==> config.mk <==
export PLATFORM = sky130hd
export DESIGN_NAME = rx_packet_deframer
export DESIGN_NICKNAME = d
export VERILOG_FILES = /design/src/rtl/rx_packet_deframer.sv
export SDC_FILE = /design/constraint.sdc
export NUM_CORES = 1
export LEC_CHECK = 0
export BUFFER_PORTS_ARGS = -buffer_cell sky130_fd_sc_hd__buf_2
export CORE_ASPECT_RATIO = 2
export CORE_MARGIN = 5
export CORE_UTILIZATION = 50
export CTS_CLUSTER_SIZE = 10
export DETAILED_ROUTE_END_ITERATION = 7
export MAX_ROUTING_LAYER = met4
export PLACE_DENSITY = 0.74
export SYNTH_ARGS = -nofsm -noshare
export SYNTH_HDL_FRONTEND = slang
export SYNTH_SLANG_ARGS = --single-unit
==> constraint.sdc <==
create_clock -name inclk -period 2.5 [get_ports inclk]
set_input_delay 0.5 -clock inclk [delete_from_list [all_inputs] [get_ports inclk]]
set_output_delay 0.5 -clock inclk [all_outputs]
set_load 0.05 [all_outputs]
==> src/rtl/rx_packet_deframer.sv <==
// rx_packet_deframer: per-channel receive framer for the transceiver word stream.
// Locks on HEADER_WORD, captures the timestamp, forwards PAYLOAD_LEN payload
// words with sop/eop markers, checks ENDER_WORD and reports framing errors.
// Ports:
//   inclk, rst_n            clock, synchronous active-low reset
//   rx_syncstatus, rx_datak word-aligner lock and control-character flags
//   rx_data                 received parallel word
//   out_valid/out_data      payload word stream, out_sop/out_eop markers
//   out_timestamp           timestamp of the current packet
//   pkt_done/pkt_error      one-cycle packet close / abort pulses
//   err_code                cause of last error (01 ender, 10 sync, 11 datak)
//   seq_error               timestamp discontinuity, pulsed with pkt_done
//   pkt_count/err_count     saturating good-packet and error counters
module rx_packet_deframer #(
  parameter int unsigned           DATA_WIDTH  = 16,
  parameter int unsigned           PAYLOAD_LEN = 125,
  parameter logic [DATA_WIDTH-1:0] HEADER_WORD = 16'hDEAD,
  parameter logic [DATA_WIDTH-1:0] ENDER_WORD  = 16'hBEEF
) (
  input  logic                  inclk,
  input  logic                  rst_n,
  input  logic [1:0]            rx_syncstatus,
  input  logic [1:0]            rx_datak,
  input  logic [DATA_WIDTH-1:0] rx_data,
  output logic                  out_valid,
  output logic [DATA_WIDTH-1:0] out_data,
  output logic                  out_sop,
  output logic                  out_eop,
  output logic [DATA_WIDTH-1:0] out_timestamp,
  output logic                  pkt_done,
  output logic                  pkt_error,
  output logic [1:0]            err_code,
  output logic                  seq_error,
  output logic [15:0]           pkt_count,
  output logic [15:0]           err_count
);

  localparam int unsigned CNT_W = 8;
  localparam logic [CNT_W-1:0] LAST_IDX = CNT_W'(PAYLOAD_LEN - 1);

  typedef enum logic [1:0] {S_IDLE, S_TS, S_PAYLOAD, S_END} state_t;

  state_t                state_q, state_d;
  logic [CNT_W-1:0]      cnt_q, cnt_d;
  logic [DATA_WIDTH-1:0] prev_ts_q, prev_ts_d;
  logic                  prev_vld_q, prev_vld_d;

  logic                  valid_d, sop_d, eop_d, done_d, error_d, seq_d;
  logic [DATA_WIDTH-1:0] data_d, ts_d;
  logic [1:0]            code_d;
  logic [15:0]           pc_d, ec_d;
  logic                  sync_ok, datak_ok;

  assign sync_ok  = (rx_syncstatus == 2'b11);
  assign datak_ok = (rx_datak == 2'b00);

  // State and registered outputs
  always_ff @(posedge inclk) begin
    if (!rst_n) begin
      state_q       <= S_IDLE;
      cnt_q         <= '0;
      prev_ts_q     <= '0;
      prev_vld_q    <= 1'b0;
      out_valid     <= 1'b0;
      out_data      <= '0;
      out_sop       <= 1'b0;
      out_eop       <= 1'b0;
      out_timestamp <= '0;
      pkt_done      <= 1'b0;
      pkt_error     <= 1'b0;
      err_code      <= 2'b00;
      seq_error     <= 1'b0;
      pkt_count     <= '0;
      err_count     <= '0;
    end else begin
      state_q       <= state_d;
      cnt_q         <= cnt_d;
      prev_ts_q     <= prev_ts_d;
      prev_vld_q    <= prev_vld_d;
      out_valid     <= valid_d;
      out_data      <= data_d;
      out_sop       <= sop_d;
      out_eop       <= eop_d;
      out_timestamp <= ts_d;
      pkt_done      <= done_d;
      pkt_error     <= error_d;
      err_code      <= code_d;
      seq_error     <= seq_d;
      pkt_count     <= pc_d;
      err_count     <= ec_d;
    end
  end

  // Next-state and next-output logic
  always_comb begin
    state_d    = state_q;
    cnt_d      = cnt_q;
    prev_ts_d  = prev_ts_q;
    prev_vld_d = prev_vld_q;
    valid_d    = 1'b0;
    data_d     = out_data;
    sop_d      = 1'b0;
    eop_d      = 1'b0;
    ts_d       = out_timestamp;
    done_d     = 1'b0;
    error_d    = 1'b0;
    code_d     = err_code;
    seq_d      = 1'b0;
    pc_d       = pkt_count;
    ec_d       = err_count;

    // Link faults inside a packet abort it; sync loss outranks datak.
    if (state_q != S_IDLE && !(sync_ok && datak_ok)) begin
      error_d = 1'b1;
      code_d  = sync_ok ? 2'b11 : 2'b10;
      state_d = S_IDLE;
    end else begin
      case (state_q)
        S_IDLE: begin
          if (sync_ok && datak_ok && rx_data == HEADER_WORD) state_d = S_TS;
        end
        S_TS: begin
          ts_d    = rx_data;
          cnt_d   = '0;
          state_d = S_PAYLOAD;
        end
        S_PAYLOAD: begin
          valid_d = 1'b1;
          data_d  = rx_data;
          sop_d   = (cnt_q == '0);
          eop_d   = (cnt_q == LAST_IDX);
          cnt_d   = cnt_q + CNT_W'(1);
          if (cnt_q == LAST_IDX) state_d = S_END;
        end
        S_END: begin
          if (rx_data == ENDER_WORD) begin
            done_d     = 1'b1;
            // Wrap FFFF->0000 is in sequence via modular add.
            seq_d      = prev_vld_q && (out_timestamp != prev_ts_q + DATA_WIDTH'(1));
            prev_ts_d  = out_timestamp;
            prev_vld_d = 1'b1;
            state_d    = S_IDLE;
          end else begin
            error_d = 1'b1;
            code_d  = 2'b01;
            // A header in the ender slot starts the next packet immediately.
            state_d = (rx_data == HEADER_WORD) ? S_TS : S_IDLE;
          end
        end
        default: state_d = S_IDLE;
      endcase
    end

    // Saturating event counters
    if (done_d && pkt_count != 16'hFFFF)  pc_d = pkt_count + 16'd1;
    if (error_d && err_count != 16'hFFFF) ec_d = err_count + 16'd1;
  end

endmodule

==> metrics.csv, run 1 <==
stage,metric,value,unit
run_status,outcome,"finished, final reports clean",
clock_tree,h-tree-depth,3,
min_path,holdPathStages,3,
yosys,synthArstFlopShare,0,
critical_path,cp_cell_sequence,"ha_1, nand3_1, nor4_1, o22ai_1, nor4_1, and4_1, a31oi_1",
yosys,syn_area,4580,µm²
critical_path,crit_path_start_kind,flop,
final_layout,n_antenna_cell,0,
critical_path,cp.depth,7,
yosys,synth_nets,581,
yosys,synth_adder_area_share,0.0246,
sta,slew_violations,0,
routing,vias_per_cell,5.62,
power,power.density,559,nW/µm²
power,peakVddDrop,0.377,mV
power,p_leak,2.19,nW
yosys,synth-compound-area-share,0.0910,
clock_tree,cts-root-buf,clkbuf_16,
yosys,yosysMostFrequentCell,dfxtp_1,
power,comb_power_share,0.021,
critical_path,crit_fanout,6,
clock_tree,ctsHoldBuffers,0,
sta,holdWs,0.412,ns
yosys,synthSimpleGateAreaFrac,0.272,
power,clockPowerShare,0.460,
die,die_h,145,µm
final_layout,nNetsFinal,669,
global_routing,grt_max_degree,37,
power,internal_power,0.00238,W
routing,initialDrtViolationCount,194,
yosys,ys_warn_count,0,
die,dieArea,11300,µm²
sta,setup_viol,0,
clock_tree,cts_tree,yes,
routing,detailroute.via_count,4189,
sta,tightest_slew,0.728,ns
global_routing,overflow,0,
clock_tree,clk_latency,0.34,ns
clock_tree,ctsLongestPathBuffers,2,
clock_tree,cts_setup_buffers,0,
critical_path,worstPathRequired,2.73,ns
yosys,ys_seq_area_frac,0.433,
sta,timing.fmax,0.452,GHz
die,start_util,0.511,
sta,final.setup.tns,0,ns
power,seqPwrFrac,0.519,
yosys,yosys.area.top_type,dfxtp_1,
clock_tree,cts_made_buffers,9,
critical_path,arrival,2.44,ns
placed_design,dp_hpwl,9560,µm
die,ioPinCount,94,
yosys,synth_cells,550,
critical_path,rr_worst_depth,7,
die,dieWidth,77.7,µm
yosys,synth_cell_types,49,
global_routing,grt_pass1_vias,4252,
min_path,hold_path.class,in2reg,
power,power,0.00304,W
critical_path,max_stage_delay,0.46,ns
clock_tree,clkTransAtPathRegs,0.07,ns
final_layout,area_growth_syn_to_layout,18.8,%
global_routing,grt.total_usage,0.228,
routing,drc_errors,0,
yosys,ys_seq_elements,99,
yosys,synth_common_cells,"99 x dfxtp_1, 94 x nand2_1, 74 x nor2_1",
critical_path,path_class,reg2reg,
yosys,synth_ff_type,dfxtp_1,
placed_design,io_buffers,93,
die,coreArea,8950,µm²
critical_path,crit_buf_inv,0,
power,p_switching,0.000652,W
yosys,synth_top_cell_area_share,0.433,
placed_design,gp_congestion,0.902,
clock_tree,cts.sinks,99,
die,rows,49,
global_routing,antenna_found_initial,0,
sta,finClkSkew,0.00831,ns
flow_run,drv_cap,0,
routing,wirelength,12300,µm
sta,finalCriticalPeriod,2.21,ns
placed_design,place_ws,0.136,ns
sta,maxSlewHeadroom,0.515,
yosys,syn_avg_cell_area,8.32,µm²
clock_tree,cts_resized,0,
yosys,synth_edf_count,0,
routing,wl_per_cell,16.5,µm
sta,period_share,0.885,
critical_path,slowest_stage,nor4_1,
yosys,synth-xor-area-share,0.0976,
power,swShare,0.215,
routing,drt_pass1_iterations,4,
sta,hold_viol,0,
sta,finalWorstSetupSlack,0.288,ns
routing,antenna_left,0,
critical_path,cp-end-kind,flop,
yosys,yosys-top-cells-area,"dfxtp_1 43%, nand2_1 7.7%, nor2_1 6.1%",
critical_path,cpMostUsedCell,nor4_1,
global_routing,grt_pass1_wl,20400,µm
final_layout,drive_gt1_frac,0.199,
yosys,synth_top_family_by_area,simple AND/OR/NAND/NOR gates,
critical_path,crit_family,simple AND/OR/NAND/NOR gates,
yosys,synthMuxAreaShare,0.0462,
sta,rsz0062_at_grt,no,
## cells by family after synthesis
kind of cell | after synthesis
flops | 99
buf+inv | 38
mux | 21
xor+xnor | 51
fa+ha+maj | 9
compound gates | 69
simple gates | 263
## state kept, by name, summed over array words and instances, names as in the netlist
| name | cells |
|---|---|
| err_count | 16 |
| out_data | 16 |
| out_timestamp | 16 |
| pkt_count | 16 |
| prev_ts_q | 16 |
| cnt_q | 8 |
| err_code | 2 |
| state_q | 2 |
| out_eop | 1 |
| out_sop | 1 |
| out_valid | 1 |
| pkt_done | 1 |
| pkt_error | 1 |
| prev_vld_q | 1 |
| seq_error | 1 |
## worst min-delay path: cells and delay by family
kind | cells | cell delay (ns)
compound gates | 1 | 0.05
buf+inv | 1 | 0.11
simple gates | 1 | 0.05
## stage by stage
| step | cells | util | area, µm² |
|---|---|---|---|
| 2_1_floorplan | 550 | - | 4580 |
| 3_3_place_gp | 729 | 0.574 | 5130 |
| 3_5_place_dp | 729 | 0.574 | 5130 |
| 4_1_cts | 745 | 0.607 | 5440 |
| 5_1_grt | 745 | 0.607 | 5440 |
| 6_report | 745 | 0.607 | 5440 |
## power by group through the flow
stage / Sequential (W) / Combinational (W) / Clock (W)
CTS: 0.00158 / 0.0000641 / 0.00142
detailed placement: 0.00161 / 0.0000640 / 0
global route: 0.00157 / 0.0000690 / 0.00149
finish: 0.00158 / 0.0000647 / 0.00140
global placement: 0.00161 / 0.0000629 / 0
floorplan: 0.00161 / 0.0000246 / 0
## per-layer routing
metal | track usage | part of all wire
met5 | - | 0
met4 | 0.120 | 0.043
met3 | 0.0378 | 0.035
met2 | 0.418 | 0.56
met1 | 0.221 | 0.36
## cells in the final DEF (no fill, tap or decap), types with 2 or more instances in the layout
master	count
nor3b_1	2
nand4b_1	3
a22oi_1	2
and4bb_2	3
nand2_1	94
clkbuf_16	9
buf_2	93
nand3_1	27
inv_1	12
xor2_1	29
buf_4	8
nor4_1	7
nor3_1	5
a31oi_1	3
nor2_1	74
mux2i_1	20
nand4_1	15
o31ai_1	2
clkinvlp_4	2
and4_1	5
o21ai_0	6
and2_1	7
ha_1	9
dfxtp_1	99
or4_1	3
a211oi_1	2
a21oi_1	43
nand2b_1	3
xnor2_1	22
and3_1	8
## layout make-up
type | instances | area, µm²
tap | 102 | 128
clock buffer | 10 | 229
clock inverter | 6 | 73.8
timing repair buffer | 102 | 546
fill | 806 | 3510
multi-input combinational | 413 | 2430
sequential | 99 | 1980
inverter | 13 | 48.8
## path summary, 6_finish.rpt
check,start,end,slack (ns)
min,rx_data[8],out_data[8],0.41
min reg2reg,prev_vld_q,seq_error,0.45
max,prev_ts_q[0],seq_error,0.29
max reg2reg,prev_ts_q[0],seq_error,0.29
Note: power is estimated with default switching activity, not from simulation.
==> run 2, diff against run 1 <==
MAX_ROUTING_LAYER = default   (was met4)
PLACE_DENSITY = default   (was 0.74)
PLACE_DENSITY_LB_ADDON = 0.25   (was default)
clock period = 2.6 ns   (was 2.5 ns; I/O delays follow)
==> run 2 against run 1 <==
  * Wire length down 3.4%
  * Combinational power down 5.9%
  * Clock skew down 0.0011 ns
  * Final area down 0.58%
  * Cell count down 0.40%
  * Largest cell class unchanged
  * Total power down 5.1%
  * Clock-buffer cell count unchanged
  * Clock power down 7%
  * Global-route usage down 1.7 points
  * Highest routed layer unchanged
  * Sequential power down 4%
==> metrics.csv, run 2 (same netlist as run 1, synthesis figures left out) <==
stage,metric,value,unit
critical_path,cp_cell_sequence,"inv_1, ha_1, or2_4, a32oi_2, nand4_1, xor2_1, nor2_1",
die,ioPinCount,94,
sta,finClkSkew,0.00723,ns
clock_tree,cts-root-buf,clkbuf_16,
final_layout,drive_gt1_frac,0.195,
routing,wl_per_cell,16.0,µm
placed_design,placed_cell_area,5110,µm²
critical_path,arrival,2.47,ns
die,start_util,0.511,
critical_path,worstPathRequired,2.82,ns
global_routing,grt_pass1_wl,19600,µm
min_path,hold_path.class,in2reg,
critical_path,slowest_stage,a32oi_2,
final_layout,layout_common_cells,"99 x dfxtp_1, 94 x nand2_1, 93 x buf_2",
die,coreArea,8950,µm²
sta,hold_viol,0,
final_layout,design_area,5410,µm²
critical_path,path_class,reg2reg,
final_layout,final_common_cell,dfxtp_1,
global_routing,antenna_found_initial,0,
global_routing,grt_max_degree,71,
power,peakVddDrop,0.344,mV
routing,detailroute.via_count,4192,
clock_tree,clk_latency,0.34,ns
routing,drt_pass1_iterations,5,
die,die_h,145,µm
critical_path,max_stage_delay,0.60,ns
sta,slew_violations,0,
sta,maxSlewHeadroom,0.510,
power,p_leak,2.17,nW
routing,initialDrtViolationCount,258,
power,power.density,533,nW/µm²
run_status,outcome,"finished, final reports clean",
min_path,hold_start,rx_data[9],
die,rows,49,
critical_path,rr_worst_depth,7,
routing,antenna_left,0,
final_layout,n_antenna_cell,0,
placed_design,gp_congestion,0.902,
global_routing,grt.total_usage,0.211,
critical_path,crit_fanout,15,
clock_tree,cts_resized,0,
clock_tree,cts_made_buffers,9,
min_path,holdPathStages,3,
clock_tree,ctsHoldBuffers,0,
die,dieWidth,77.7,µm
clock_tree,cts.sinks,99,
final_layout,nNetsFinal,666,
routing,wirelength,11900,µm
global_routing,grt_pass1_vias,4170,
critical_path,crit_buf_inv,1,
sta,timing.fmax,0.444,GHz
final_layout,area_growth_syn_to_layout,18.1,%
routing,vias_per_cell,5.65,
placed_design,io_buffers,93,
sta,rsz0062_at_grt,no,
critical_path,crit_family,simple AND/OR/NAND/NOR gates,
critical_path,cp-end-kind,flop,
placed_design,dp_hpwl,9110,µm
clock_tree,ctsLongestPathBuffers,2,
clock_tree,cts_tree,yes,
clock_tree,cts_setup_buffers,0,
die,dieArea,11300,µm²
sta,period_share,0.865,
clock_tree,h-tree-depth,3,
sta,setup_viol,0,
critical_path,r2r-start,state_q[1],
sta,finalCriticalPeriod,2.25,ns
global_routing,overflow,0,
clock_tree,clkTransAtPathRegs,0.07,ns
flow_run,drv_cap,0,
critical_path,r2r_slack,0.35,ns
sta,tightest_slew,0.735,ns
min_path,holdPathEnd,out_data[9],
critical_path,crit_path_start_kind,flop,
critical_path,timing.rr.end,err_count[15],
routing,drc_errors,0,
sta,final.setup.tns,0,ns
[run 2: final cells by class]
| cell class | instances | area, µm² |
|---|---|---|
| timing repair buffer | 99 | 523 |
| tap | 102 | 128 |
| fill | 805 | 3540 |
| inverter | 13 | 48.8 |
| multi-input combinational | 413 | 2430 |
| clock buffer | 10 | 229 |
| sequential | 99 | 1980 |
| clock inverter | 6 | 65.1 |
[run 2: worst max path at each step]
| stage | startpoint | to | slack [ns] | cells past startpoint |
|---|---|---|---|---|
| after floorplan | pkt_count[6] | pkt_count[15] | 0.44 | 7 |
| after global placement | rx_data[8] | pkt_count[9] | 0.22 | 7 |
| after detailed placement | rx_data[8] | pkt_count[9] | 0.19 | 7 |
| after CTS | state_q[1] | err_count[15] | 0.34 | 7 |
| after global routing | state_q[1] | err_count[14] | 0.1 | 7 |
| final | state_q[1] | err_count[15] | 0.35 | 7 |
[run 2: power by group]
part | total [W] | switching, W | leakage (nW) | internal, W
sequential | 0.00152 | 0.0000000265 | 0.797 | 0.00152
clock | 0.00130 | 0.000557 | 0.143 | 0.000747
combinational | 0.0000609 | 0.0000426 | 1.23 | 0.0000182
[run 2: metal layers]
layer | vias to the layer above | global-route usage | part of all wire
met5 | - | 0 | 0
met4 | 0 | 0.130 | 0.046
met2 | 125 | 0.385 | 0.55
li1 | 2044 | - | -
met3 | 40 | 0.0341 | 0.043
met1 | 1983 | 0.215 | 0.36
[run 2: metrics by stage]
stage	setup slack [ns]	utilization	cells	hold slack (ns)	total power (W)
2_1_floorplan	0.442	-	550	0.412	0.00157
3_3_place_gp	0.223	0.571	726	0.440	0.00161
3_5_place_dp	0.187	0.571	726	0.449	0.00161
4_1_cts	0.335	0.604	742	0.435	0.00291
5_1_grt	0.0951	0.604	742	0.446	0.00298
6_report	0.350	0.604	742	0.446	0.00288
[run 2: worst register-to-register path, stage by stage (launching register included)]
cell and delay [ns]:
dfxtp_1 0.40, inv_1 0.08, ha_1 0.27, or2_4 0.33, a32oi_2 0.61, nand4_1 0.22, xor2_1 0.18, nor2_1 0.05
